`config.mk`:
```
export PLATFORM = sky130hd
export DESIGN_NAME = pb_pkt_builder_flat
export DESIGN_NICKNAME = d
export VERILOG_FILES = /design/src/rtl/pb_pkg.sv /design/src/rtl/pb_pkt_builder_if.sv /design/src/rtl/crc8_byte_calc.sv /design/src/rtl/pb_pkt_builder.sv /design/src/flat_wrapper.sv
export SDC_FILE = /design/constraint.sdc
export NUM_CORES = 1
export LEC_CHECK = 0
export CAP_MARGIN = 15
export CORE_MARGIN = 2
export CORE_UTILIZATION = 52
export CTS_BUF_LIST = sky130_fd_sc_hd__clkbuf_4 sky130_fd_sc_hd__clkbuf_8
export CTS_CLUSTER_SIZE = 20
export DETAILED_ROUTE_END_ITERATION = 10
export PLACE_DENSITY = 0.87
export SETUP_SLACK_MARGIN = 0.1
export SYNTH_ARGS = -nofsm -noshare
export SYNTH_HDL_FRONTEND = slang
export SYNTH_SLANG_ARGS = --single-unit
```
`constraint.sdc`:
```
create_clock -name clk -period 8.04 [get_ports clk]
set_input_delay 0.804 -clock clk [delete_from_list [all_inputs] [get_ports clk]]
set_output_delay 0.804 -clock clk [all_outputs]
set_load 0.01 [all_outputs]
```
`src/rtl/pb_pkg.sv`:
```
// Shared types and header helpers for the packet builder.
package pb_pkg;

  localparam int         ADDR_W_DEF = 14;
  localparam logic [2:0] SOP_DEF    = 3'b101;

  typedef enum logic [2:0] {
    IDLE,
    HDR,
    DATA,
    CRC,
    DONE
  } pb_state_e;

  typedef enum logic [1:0] {
    ECC_INJ_NONE = 2'b00,
    ECC_INJ_B4   = 2'b01,
    ECC_INJ_B48  = 2'b10,
    ECC_INJ_OFF  = 2'b11
  } pb_ecc_inj_e;

  // Returns {xor of all d bits, p3, p2, p1, p0}
  function automatic logic [4:0] hdr_ecc(
    input logic [7:0] d
  );
    logic p0, p1, p2, p3;
    p0 = d[0] ^ d[1] ^ d[3] ^ d[4] ^ d[6];
    p1 = d[0] ^ d[2] ^ d[3] ^ d[5] ^ d[6];
    p2 = d[1] ^ d[2] ^ d[3] ^ d[7];
    p3 = d[4] ^ d[5] ^ d[6] ^ d[7];
    return {^d, p3, p2, p1, p0};
  endfunction

  function automatic logic [15:0] inj_mask(
    input logic [1:0] inj
  );
    logic [15:0] m;
    m = '0;
    unique case (1'b1)
      (inj == ECC_INJ_B4):  m = 16'h0010;
      (inj == ECC_INJ_B48): m = 16'h0110;
      default:              m = '0;
    endcase
    return m;
  endfunction

endpackage

```
`src/rtl/pb_pkt_builder_if.sv`:
```
// Memory-side bundle: source read port and inmem write port.
interface pb_pkt_builder_if #(
  parameter int ADDR_W = 14
);

  logic [ADDR_W-1:0] src_addr;
  logic [31:0]       src_data_o;
  logic [ADDR_W-1:0] inmem_addr;
  logic [31:0]       inmem_data_i;
  logic [3:0]        inmem_we;

  modport master (
    output src_addr,
    input  src_data_o,
    output inmem_addr,
    output inmem_data_i,
    output inmem_we
  );

  modport slave (
    input  src_addr,
    output src_data_o,
    input  inmem_addr,
    input  inmem_data_i,
    input  inmem_we
  );

endinterface

```
`src/rtl/crc8_byte_calc.sv`:
```
// One-byte CRC-8 step, poly 0x07, MSB first.
module crc8_byte_calc (
  input  logic [7:0] crc_in,
  input  logic [7:0] data_in,
  output logic [7:0] crc_out
);

  always_comb begin
    logic [7:0] c;
    c = crc_in ^ data_in;
    for (int i = 0; i < 8; i++) begin
      if (c[7]) c = {c[6:0], 1'b0} ^ 8'h07;
      else      c = {c[6:0], 1'b0};
    end
    crc_out = c;
  end

endmodule

```
`src/rtl/pb_pkt_builder.sv`:
```
// Builds a framed packet (header, payload, CRC-8) into inmem
// from raw source bytes, with optional ECC/CRC fault injection.
module pb_pkt_builder
  import pb_pkg::*;
#(
  parameter int         ADDR_W  = ADDR_W_DEF,
  parameter logic [2:0] SOP_VAL = SOP_DEF
) (
  input  logic              clk,
  input  logic              reset,
  input  logic              pb_start,
  input  logic [ADDR_W-1:0] pb_addr_in,
  input  logic [ADDR_W-1:0] pb_addr_hdr,
  input  logic [3:0]        pb_byte_cnt,
  input  logic [3:0]        pb_pkt_type,
  input  logic [1:0]        pb_ecc_inj,
  input  logic              pb_crc_inj,
  output logic              pb_busy,
  output logic              pb_irq,
  pb_pkt_builder_if.master  mem
);

  pb_state_e r_state;
  pb_state_e w_next;

  logic [ADDR_W-1:0] r_addr_in;
  logic [ADDR_W-1:0] r_addr_hdr;
  logic [3:0]        r_byte_cnt;
  logic [3:0]        r_pkt_type;
  logic [1:0]        r_ecc_inj;
  logic              r_crc_inj;
  logic [3:0]        r_k;
  logic [7:0]        r_crc;

  logic              w_accept;
  logic              w_last;
  logic [7:0]        w_byte;
  logic [7:0]        w_crc_next;
  logic [4:0]        w_ecc;
  logic [15:0]       w_hdr;
  logic              w_unused;

  assign w_accept = (r_state == IDLE) && pb_start;
  assign w_last   = (r_k == r_byte_cnt);
  assign w_byte   = mem.src_data_o[7:0];
  assign w_unused = ^mem.src_data_o[31:8];

  // ECC fields always describe the clean header; faults go on top
  assign w_ecc = hdr_ecc({r_pkt_type, r_byte_cnt});
  assign w_hdr = {SOP_VAL, w_ecc[4], r_pkt_type,
                  r_byte_cnt, w_ecc[3:0]}
               ^ inj_mask(r_ecc_inj);

  crc8_byte_calc u_crc (
    .crc_in  (r_crc),
    .data_in (w_byte),
    .crc_out (w_crc_next)
  );

  always_ff @(posedge clk or posedge reset) begin
    if (reset) begin
      r_state    <= IDLE;
      r_addr_in  <= '0;
      r_addr_hdr <= '0;
      r_byte_cnt <= '0;
      r_pkt_type <= '0;
      r_ecc_inj  <= '0;
      r_crc_inj  <= 1'b0;
      r_k        <= '0;
      r_crc      <= '0;
    end else begin
      r_state <= w_next;
      if (w_accept) begin
        r_addr_in  <= pb_addr_in;
        r_addr_hdr <= pb_addr_hdr;
        r_byte_cnt <= pb_byte_cnt;
        r_pkt_type <= pb_pkt_type;
        r_ecc_inj  <= pb_ecc_inj;
        r_crc_inj  <= pb_crc_inj;
      end
      unique case (r_state)
        HDR: begin
          r_crc <= '0;
          r_k   <= '0;
        end
        DATA: begin
          r_crc <= w_crc_next;
          r_k   <= r_k + 4'd1;
        end
        default: ;
      endcase
    end
  end

  always_comb begin
    w_next           = r_state;
    pb_busy          = 1'b1;
    pb_irq           = 1'b0;
    mem.src_addr     = '0;
    mem.inmem_addr   = '0;
    mem.inmem_data_i = '0;
    mem.inmem_we     = '0;
    unique case (r_state)
      IDLE: begin
        pb_busy = 1'b0;
        if (pb_start) w_next = HDR;
      end
      HDR: begin
        mem.inmem_addr   = r_addr_hdr;
        mem.inmem_we     = 4'b0011;
        mem.inmem_data_i = {16'h0, w_hdr};
        mem.src_addr     = r_addr_in;
        w_next           = DATA;
      end
      DATA: begin
        mem.inmem_addr   = r_addr_hdr
                         + ADDR_W'(2)
                         + ADDR_W'(r_k);
        mem.inmem_we     = 4'b0001;
        mem.inmem_data_i = {24'h0, w_byte};
        // prefetch next byte; source has one cycle latency
        if (!w_last)
          mem.src_addr = r_addr_in
                       + ADDR_W'(r_k)
                       + ADDR_W'(1);
        else
          w_next = CRC;
      end
      CRC: begin
        mem.inmem_addr   = r_addr_hdr
                         + ADDR_W'(r_byte_cnt)
                         + ADDR_W'(3);
        mem.inmem_we     = 4'b0001;
        mem.inmem_data_i = {24'h0,
                            r_crc ^ {7'h0, r_crc_inj}};
        w_next           = DONE;
      end
      DONE: begin
        pb_irq = 1'b1;
        w_next = IDLE;
      end
      default: w_next = IDLE;
    endcase
  end

endmodule

```
`src/flat_wrapper.sv`:
```
// flat-port wrapper written by rule: the top's interface ports become plain ports
module pb_pkt_builder_flat import pb_pkg::*;
#(
  parameter int         ADDR_W  = ADDR_W_DEF,
  parameter logic [2:0] SOP_VAL = SOP_DEF
)
  (clk, reset, pb_start, pb_addr_in, pb_addr_hdr, pb_byte_cnt, pb_pkt_type, pb_ecc_inj, pb_crc_inj, pb_busy, pb_irq, mem_src_addr, mem_src_data_o, mem_inmem_addr, mem_inmem_data_i, mem_inmem_we);
  pb_pkt_builder_if #(.ADDR_W(ADDR_W)) mem_i ();
  input  logic clk;
  input  logic reset;
  input  logic pb_start;
  input  logic [ADDR_W-1:0] pb_addr_in;
  input  logic [ADDR_W-1:0] pb_addr_hdr;
  input  logic [3:0] pb_byte_cnt;
  input  logic [3:0] pb_pkt_type;
  input  logic [1:0] pb_ecc_inj;
  input  logic pb_crc_inj;
  output logic pb_busy;
  output logic pb_irq;
  output wire logic [$bits(mem_i.src_addr)-1:0] mem_src_addr;
  input wire logic [$bits(mem_i.src_data_o)-1:0] mem_src_data_o;
  output wire logic [$bits(mem_i.inmem_addr)-1:0] mem_inmem_addr;
  output wire logic [$bits(mem_i.inmem_data_i)-1:0] mem_inmem_data_i;
  output wire logic [$bits(mem_i.inmem_we)-1:0] mem_inmem_we;
  assign mem_src_addr = mem_i.src_addr;
  assign mem_i.src_data_o = mem_src_data_o;
  assign mem_inmem_addr = mem_i.inmem_addr;
  assign mem_inmem_data_i = mem_i.inmem_data_i;
  assign mem_inmem_we = mem_i.inmem_we;
  pb_pkt_builder #(.ADDR_W(ADDR_W), .SOP_VAL(SOP_VAL)) u_core (.clk(clk), .reset(reset), .pb_start(pb_start), .pb_addr_in(pb_addr_in), .pb_addr_hdr(pb_addr_hdr), .pb_byte_cnt(pb_byte_cnt), .pb_pkt_type(pb_pkt_type), .pb_ecc_inj(pb_ecc_inj), .pb_crc_inj(pb_crc_inj), .pb_busy(pb_busy), .pb_irq(pb_irq), .mem(mem_i));
endmodule
```
* Yosys cells after proc, flatten, opt, wreduce, memory -nomap -nowiden
Index checks and enable logic that the tools add are counted.
Storage, ports and cells: bits in registers 54, latch bits 0, memory bits (writable) 0, ROM bits 0, bits of input ports 74, output and inout bits 66, logic and storage cells 77, memories 0
Operators by class: add/subtract/negate cells 7, $mul 0, divide/modulo/power cells 0, order comparisons 0, eq/ne operators 9, shift-type cells 0, mux-type cells 21, bitwise gates (word level) 25, reduce and logical (&&, ||, !) cells 6
Operators with widths (count):
- case mux 16 bit (3 select lines) | 1
- adder 14 x 4 -> 14 bit | 3
- case mux 14 bit (3 select lines) | 1
- two-way mux 3 bit | 10
- adder 14 x 2 -> 14 bit, second input constant | 2
- case mux 14 bit (2 select lines) | 1
- inverter 3 bit | 8
- case mux 9 bit (2 select lines) | 1
- case mux 8 bit (2 select lines) | 1
- XOR 16 x 9 -> 16 bit | 1
- adder 14 x 1 -> 14 bit, second input constant | 1
- two-way mux 14 bit | 1
- XOR 1 bit | 14
- case mux 3 bit (4 select lines) | 1
- case mux 4 bit (2 select lines) | 1
- XOR reduction 8 bit | 1
- XOR 8 x 1 -> 8 bit | 1
- XOR 8 bit | 1
- == test 3 x 2 -> 1 bit, second input constant | 2
- adder 4 x 1 -> 4 bit, second input constant | 1
- == test 4 bit | 1
- case mux 2 bit (2 select lines) | 1
- == test 3 x 1 -> 1 bit, second input constant | 1
- == test 3 bit, second input constant | 1
- other kinds (10) | 11

* Longest topological paths before layout
Gate-level depths: netlist of the first run.
word-level depth 18, depth in mapped cells 10, gate-level depth less buffers 10

* Hierarchy
A second synthesis of the first run with hierarchy kept.
Unflattened totals: cell total of the unflattened synthesis 466, area total of the unflattened synthesis 4371.7 um2
By module, submodules not included:
- pb_pkt_builder | times used 1, cells each 445, area each 4187.8 um2, sequential area each 1351.3 um2
- crc8_byte_calc | times used 1, cells each 21, area each 183.9 um2, sequential area each 0.0 um2

* Least setup slack after synthesis of the first run
OpenSTA, ideal clock, no wires.
path kind register to output, start register u_core.r_k[1], end output mem_inmem_addr[5], data arrival time 2.440 ns, required time 7.236 ns, setup slack 4.796 ns, stages on the path, launching flop included 10, buffers on the path 0, cell sequence dfrtp_1 -> inv_1 -> ha_1 -> inv_1 -> ha_1 -> fa_1 -> a211oi_1 -> nor2_1 -> or3_1 -> a31oi_1
Between the ends: longest elaborated chain between the ends 2
Ends and longest elaborated chain:
- start: declaration | RTL line pb_pkt_builder.sv:32 | logic [3:0] r_k;
- start signal: assignment | RTL line pb_pkt_builder.sv:88 | r_k <= r_k + 4'd1;
- adder 14 x 4 -> 14 bit | RTL line pb_pkt_builder.sv:118 | + ADDR_W'(r_k);
- case mux 14 bit (3 select lines) | RTL line pb_pkt_builder.sv:103 | unique case (r_state)
- end: declaration | RTL line flat_wrapper.sv:22 | output wire logic [$bits(mem_i.inmem_addr)-1:0] mem_inmem_addr;
No other way between the ends.

* Final worst setup path of the first run
start register u_core.r_state[1], end output mem_src_addr[11]
Between the ends: longest elaborated chain between the ends 2, elaborated cells between the ends (all ways) 3, classes of those cells eq/ne: 2; mux: 1
Ends and longest elaborated chain:
- start: declaration | RTL line pb_pkt_builder.sv:23 | pb_state_e r_state;
- start signal: assignment | RTL line pb_pkt_builder.sv:72 | r_state <= w_next;
- == test 3 x 2 -> 1 bit or == test 3 x 1 -> 1 bit (tied branches) | RTL line pb_pkt_builder.sv:103
- case mux 14 bit (2 select lines) * | RTL line pb_pkt_builder.sv:103
- end: declaration | RTL line flat_wrapper.sv:20 | output wire logic [$bits(mem_i.src_addr)-1:0] mem_src_addr;
Every way passes the cells marked *; elsewhere a longest branch is shown, timed or not.

==> results of run 1 <==
flip-flops by register name, indices dropped and copies added, names as in the netlist:
| name | flops |
|---|---|
| u_core.r_addr_hdr | 14 |
| u_core.r_addr_in | 14 |
| u_core.r_byte_cnt | 4 |
| u_core.r_crc | 8 |
| u_core.r_crc_inj | 1 |
| u_core.r_ecc_inj | 2 |
| u_core.r_k | 4 |
| u_core.r_pkt_type | 4 |
| u_core.r_state | 3 |
metal layers:
metal  vias to the layer above  GRT usage  share of wire
li1                       1819          -              -
met1                      1803      0.301           0.41
met2                       150      0.432           0.50
met3                        33     0.0482          0.065
met4                         0     0.0773          0.023
met5                         -          0              0
worst max path at each step:
stage                                   from                end  slack, ns  cells after the start
2_1_floorplan      u_core.r_k[1]$_DFFE_PP0P_  mem_inmem_addr[5]       4.80                      9
3_3_place_gp   u_core.r_state[1]$_DFFE_PP0P_    mem_src_addr[5]       3.54                      6
3_5_place_dp   u_core.r_state[1]$_DFFE_PP0P_   mem_src_addr[11]       3.46                      6
4_1_cts        u_core.r_state[1]$_DFFE_PP0P_   mem_src_addr[11]       3.11                      6
5_1_grt        u_core.r_state[1]$_DFFE_PP0P_   mem_src_addr[11]       2.75                      6
6_report       u_core.r_state[1]$_DFFE_PP0P_   mem_src_addr[11]       2.93                      6
stage by stage:
stage	hold WS, ns	util	setup slack (ns)	area, um^2
after CTS	0.526	0.658	3.11	5350
final	0.525	0.658	2.93	5350
after floorplan	0.482	-	4.80	4390
after detailed placement	0.503	0.645	3.46	5250
after global routing	0.587	0.658	2.75	5350
after global placement	0.495	0.645	3.54	5250
cells by family (layout without fill, tap and decap cells):
family | count (synthesis) | count (layout) | share of synthesized area
compound gates | 122 | 122 | 0.181
xor+xnor | 48 | 48 | 0.110
fa+ha+maj | 25 | 25 | 0.0776
buf+inv | 65 | 128 | 0.0796
flops | 54 | 54 | 0.313
mux | 38 | 38 | 0.0981
other cells | 1 | 19 | 0.000867
simple gates | 127 | 127 | 0.140
worst max-delay path, stage by stage, from the launching register on:
cell             delay (ns)
dfrtp_1                1.06
nor2b_1                0.79
nand2_1                0.59
nor2_1                 0.63
o21ai_0                0.18
a2bb2oi_1              0.17
clkdlybuf4s50_1        0.55
power by group:
group / switching [uW] / leakage (uW) / internal (uW)
clock network: 93.6 / 0.0000579 / 91.9
logic: 853 / 0.00154 / 903
registers: 225 / 0.000656 / 403
total: 1170 / 0.00225 / 1400
cells in the final DEF, fill, tap and decap left out, types with 6 or more instances in the layout:
cell and count:
a22oi_1 8, nand2_1 51, clkdlybuf4s50_1 96, conb_1 19, inv_1 19, a22o_1 6, nor2_1 24, mux2_2 35
xnor2_1 29, a31oi_1 10, o21ai_0 41, o211ai_1 6, dfrtp_1 54, a211oi_1 6, a21o_1 8, a21oi_1 17
ha_1 22, nor4_1 6, nor3_1 8, xor2_1 15, nand3_1 9
area by class of cell:
type | count | share of cell area
well taps | 105 | 0.0245
inverters | 20 | 0.0140
clock inverters | 3 | 0.00748
multi-input cells | 379 | 0.504
repair buffers | 100 | 0.185
clock buffers | 5 | 0.0129
flip-flops and latches | 54 | 0.252
==> out/results.ini, run 1 <==
[sta]
period_share=0.635
relSlewSlack=0.286
hold_viol=0
setup_violations=0
tightest_slew_ns=1.07
fin_crit_ns=5.11
fmax_ghz=0.196
finalMaxSlewViolations=0
tns_ns=0
finClkSkew_ns=0.0124
rsz0062_at_grt=false

[synth]
synth_async_sr_flop_share=1.00
synth.top_cell.area_share=0.313
synth-main-ff-cell=dfrtp_1
yosys-top-cells-area=dfrtp_1, mux2_2, ha_1, xnor2_1, o21ai_0
seq_area_frac_synth=0.313
synth_common_cells=dfrtp_1, nand2_1, o21ai_0
yosys.area.top_type=dfrtp_1
synth_edf_count=0
ys_ff_latch=54
synth_cells=480
synth.most_common_cell=dfrtp_1
avgSynthCellArea_um2=9.01
syn_area_um2=4320
synth_cell_types=51
synth_warnings=0

[worst_setup_path]
r2r_slack_ns=4.72
cp_data_arrival_time_ns=4.30
r2r_cells=4
cp-start-kind=flop
rr_startpoint=u_core.r_state[1]$_DFFE_PP0P_
critPathMaxFanout=36
worstSetupPathType=reg2out
cp_data_required_time_ns=7.24
cp-end-kind=output pin
reg2reg_to=u_core.r_state[0]$_DFFE_PP0P_

[status]
status=completed

[floorplan]
die_w_um=95.2
initial_core_util=0.531
die_h_um=95.2
io-pin-count=140
dieArea_um2=9060
coreArea_um2=8130
rows=33

[finish]
fillers=662
final-instance-count-excl-fill=666
finalNetCount=659
syn_to_final_growth_pct=23.8
num_antenna_cells=0
seqCellArea_um2=1350
multi_input_area_um2=2700
layout-drive-gt1-share=0.0927

[placement]
dp.cells=658
dp_hpwl_um=7790
port_buffers=96
place.gp.congestion=0.837

[clock_network]
cts_tree=built
post_cts_buffers=0
cts_max_level=2
cts_resized=0
path_clk_slew_ns=0.10
cts.sinks=54
hold_buffers=0
cts_buffer_depth=2
numCtsBuffers=5
root_buffer=clkbuf_8
insertion_delay_ns=0.32

[route]
drt-pass1-iter-count=5
drt_iter0_drc=225
drc=0
drtAntennaViolNets=0
num_vias=3805
vias_per_cell=5.71
wl_per_cell_um=15.9
wl_um=10600

[pwr]
p_total_uw=2570
powerDensity_nw_per_um2=480
max-vdd-ir-drop_mv=0.222
p_leak_uw=0.00225

[hold_path]
whs_endpoint=u_core.r_ecc_inj[1]$_DFFE_PP0P_
hold_path_depth=1
worstHoldStart=u_core.r_ecc_inj[1]$_DFFE_PP0P_
min_path_type=reg2reg

[global_route]
track_usage=0.245
antenna_found_initial=0
grt_overflow=0
grt_max_degree=55
grt_pass1_vias=3760
grt_pass1_wl_um=17500

[job]
maxCapViolCount=0

No activity file was read; power rests on OpenSTA's default activity.
==> inputs of run 2 (changes only) <==
- CORE_UTILIZATION: 52 -> 44
- PLACE_DENSITY: 0.87 -> 0.78
- clock period: 8.04 -> 4.1 ns (I/O delays scaled with it)
==> run 2 against run 1 <==
Power up 94%; clock skew is 0.0035 ns higher; worst hold slack better by 0.0018 ns; die area increased by 17%; clock power is 62% higher; first-iteration DRC count shrank 8.9%; final cell count rose by 4.8%.
==> out/results.ini, run 2 (synthesis gave the netlist of run 1 again) <==
[finish]
layout-drive-gt1-share=0.103  ; was 0.0927
num_antenna_cells=0  ; unchanged
final_cell_mix=clkdlybuf4s50_1, dfrtp_1, nand2_1, o21ai_0, mux2_2  ; unchanged
reg_top3=u_core.r_addr_hdr x14, u_core.r_addr_in x14, u_core.r_crc x8  ; unchanged
final_common_cell=clkdlybuf4s50_1  ; unchanged
multi_input_area_um2=2710  ; was 2700 um^2
seqCellArea_um2=1350  ; unchanged
design_area_um2=5410  ; was 5350 um^2
finalNetCount=663  ; was 659
fillers=895  ; was 662
syn_to_final_growth_pct=25.1  ; was 23.8%

[sta]
setup_ws_ns=0.189  ; was 2.93 ns
fin_crit_ns=3.91
rsz0062_at_grt=true  ; was false
relSlewSlack=0.353  ; was 0.286
tns_ns=0  ; unchanged
tightest_slew_ns=0.970  ; was 1.07 ns
fmax_ghz=0.256
period_share=0.954
finClkSkew_ns=0.0159  ; was 0.0124 ns
hold_viol=0  ; unchanged
finalMaxSlewViolations=0  ; unchanged
hold_ws_ns=0.527  ; was 0.525 ns
setup_violations=0  ; unchanged

[route]
wl_met3_um=499  ; was 684 um
num_vias=3796  ; was 3805
wl_met1_um=4760  ; was 4320 um
wl_per_cell_um=15.0  ; was 15.9 um
wl_um=10500  ; was 10600 um
drtAntennaViolNets=0  ; unchanged
drc=0  ; unchanged
wl_met2_um=5130  ; was 5340 um
top_layer_used=met4  ; unchanged
vias_per_cell=5.44  ; was 5.71
drt-pass1-iter-count=6  ; was 5
drt_iter0_drc=205  ; was 225

[hold_path]
min_path_type=reg2reg  ; unchanged
hold_path_depth=1  ; unchanged
whs_endpoint=u_core.r_ecc_inj[1]$_DFFE_PP0P_  ; unchanged
worstHoldStart=u_core.r_ecc_inj[1]$_DFFE_PP0P_  ; unchanged

[clock_network]
hold_buffers=0  ; unchanged
numCtsBuffers=5  ; unchanged
cts_max_level=2  ; unchanged
path_clk_slew_ns=0.10  ; about the same
cts_buffer_depth=2  ; unchanged
cts_tree=built  ; unchanged
cts.sinks=54  ; unchanged
root_buffer=clkbuf_8  ; unchanged
insertion_delay_ns=0.31  ; was 0.32 ns

[placement]
place_ws_ns=0.516  ; was 3.46 ns
place.gp.congestion=0.831  ; was 0.837
dpl_cell_area_um2=5310  ; was 5250 um^2
dp_hpwl_um=7850  ; was 7790 um
port_buffers=96  ; unchanged

[worst_setup_path]
cp_data_required_time_ns=3.69  ; was 7.24 ns
cp_data_arrival_time_ns=3.50  ; was 4.30 ns
r2r_slack_ns=1.49  ; was 4.72 ns
crit_chain=ha_1, ha_1, a21o_1, a211oi_1, nor2_1, a22o_1, a211o_1, clkdlybuf4s50_1  ; was nor2b_1, nand2_1, nor2_1, o21ai_0, a2bb2oi_1, clkdlybuf4s50_1
worstPathBufferInverterCount=1  ; unchanged
r2r_cells=4  ; unchanged
reg2reg_to=u_core.r_addr_hdr[2]$_DFFE_PP0P_  ; was u_core.r_state[0]$_DFFE_PP0P_
critPathMaxFanout=6  ; was 36
path_delay_family=compound AO/OA/AOI/OAI gates  ; was simple AND/OR/NAND/NOR gates
critPathSlowestCell=a211oi_1  ; was dfrtp_1
slowest_delay_ns=0.67  ; was 1.06 ns
cp-start-kind=flop  ; unchanged
rr_startpoint=u_core.r_state[1]$_DFFE_PP0P_  ; unchanged
path_common_cell=ha_1
cp-end-kind=output pin  ; unchanged
worstSetupPathType=reg2out  ; unchanged

[global_route]
grt_overflow=0  ; unchanged
antenna_found_initial=0  ; unchanged
grt_pass1_wl_um=17100  ; was 17500 um
track_usage=0.201  ; was 0.245
grt_max_degree=47  ; was 55
grt_pass1_vias=3554  ; was 3760

[pwr]
p_leak_uw=0.00227  ; was 0.00225 uW
max-vdd-ir-drop_mv=0.430  ; was 0.222 mV
powerDensity_nw_per_um2=923  ; was 480 nW/um^2

[job]
maxCapViolCount=0  ; unchanged

[floorplan]
io-pin-count=140  ; unchanged
coreArea_um2=9640  ; was 8130 um^2
die_h_um=103  ; was 95.2 um
dieArea_um2=10600  ; was 9060 um^2
rows=36  ; was 33
initial_core_util=0.448  ; was 0.531
die_w_um=103  ; was 95.2 um

[status]
status=completed  ; unchanged

run 2: changes by cell type in the layout (fill, tap and decap cells not counted):
cell       previous run  this run
buf_4                 4         8
inv_6                 0         1
a211oi_1              6         4
a211oi_2              0         2
bufinv_16             1         0
run 2: what timing repair did:
| action | CTS | global route |
|---|---|---|
| setup buffers | 0 | 0 |
| setup endpoints to repair | 0 | 4 |
| resized for setup | 0 | 2 |
run 2: where the power goes:
group	internal [uW]	switching, uW
logic	1790	1690
registers	790	417
clock network	121	180
total	2700	2290
run 2: layout make-up:
class,instances,share of cell area
multi-input cells,379,0.500
repair buffers,104,0.189
flip-flops and latches,54,0.250
well taps,133,0.0308
inverters,20,0.0139
clock buffers,5,0.0127
clock inverters,3,0.00347
run 2: how the worst max path moves through the flow:
| stage | endpoint | from | slack, ns | cells after the start |
|---|---|---|---|---|
| after CTS | mem_inmem_addr[5] | u_core.r_k[1]$_DFFE_PP0P_ | 0.17 | 10 |
| after floorplan | mem_inmem_addr[5] | u_core.r_k[1]$_DFFE_PP0P_ | 1.25 | 9 |
| final | mem_inmem_addr[10] | u_core.r_byte_cnt[2]$_DFFE_PP0P_ | 0.19 | 8 |
| after detailed placement | mem_inmem_addr[5] | u_core.r_k[1]$_DFFE_PP0P_ | 0.52 | 10 |
| after global placement | mem_inmem_addr[5] | u_core.r_k[1]$_DFFE_PP0P_ | 0.58 | 10 |
| after global routing | mem_inmem_addr[5] | u_core.r_k[1]$_DFFE_PP0P_ | 0.04 | 10 |
run 2: routing by layer:
metal	vias up	track usage
met1	1827	0.273
met2	117	0.341
li1	1839	-
met5	-	0
met3	13	0.0325
met4	0	0.0364
run 2: stage by stage:
stage,instances,util,total power (uW)
3_3_place_gp,690,0.551,4540
3_5_place_dp,690,0.551,4650
6_report,698,0.561,4990
4_1_cts,698,0.560,4980
2_1_floorplan,498,-,3450
5_1_grt,698,0.561,5440
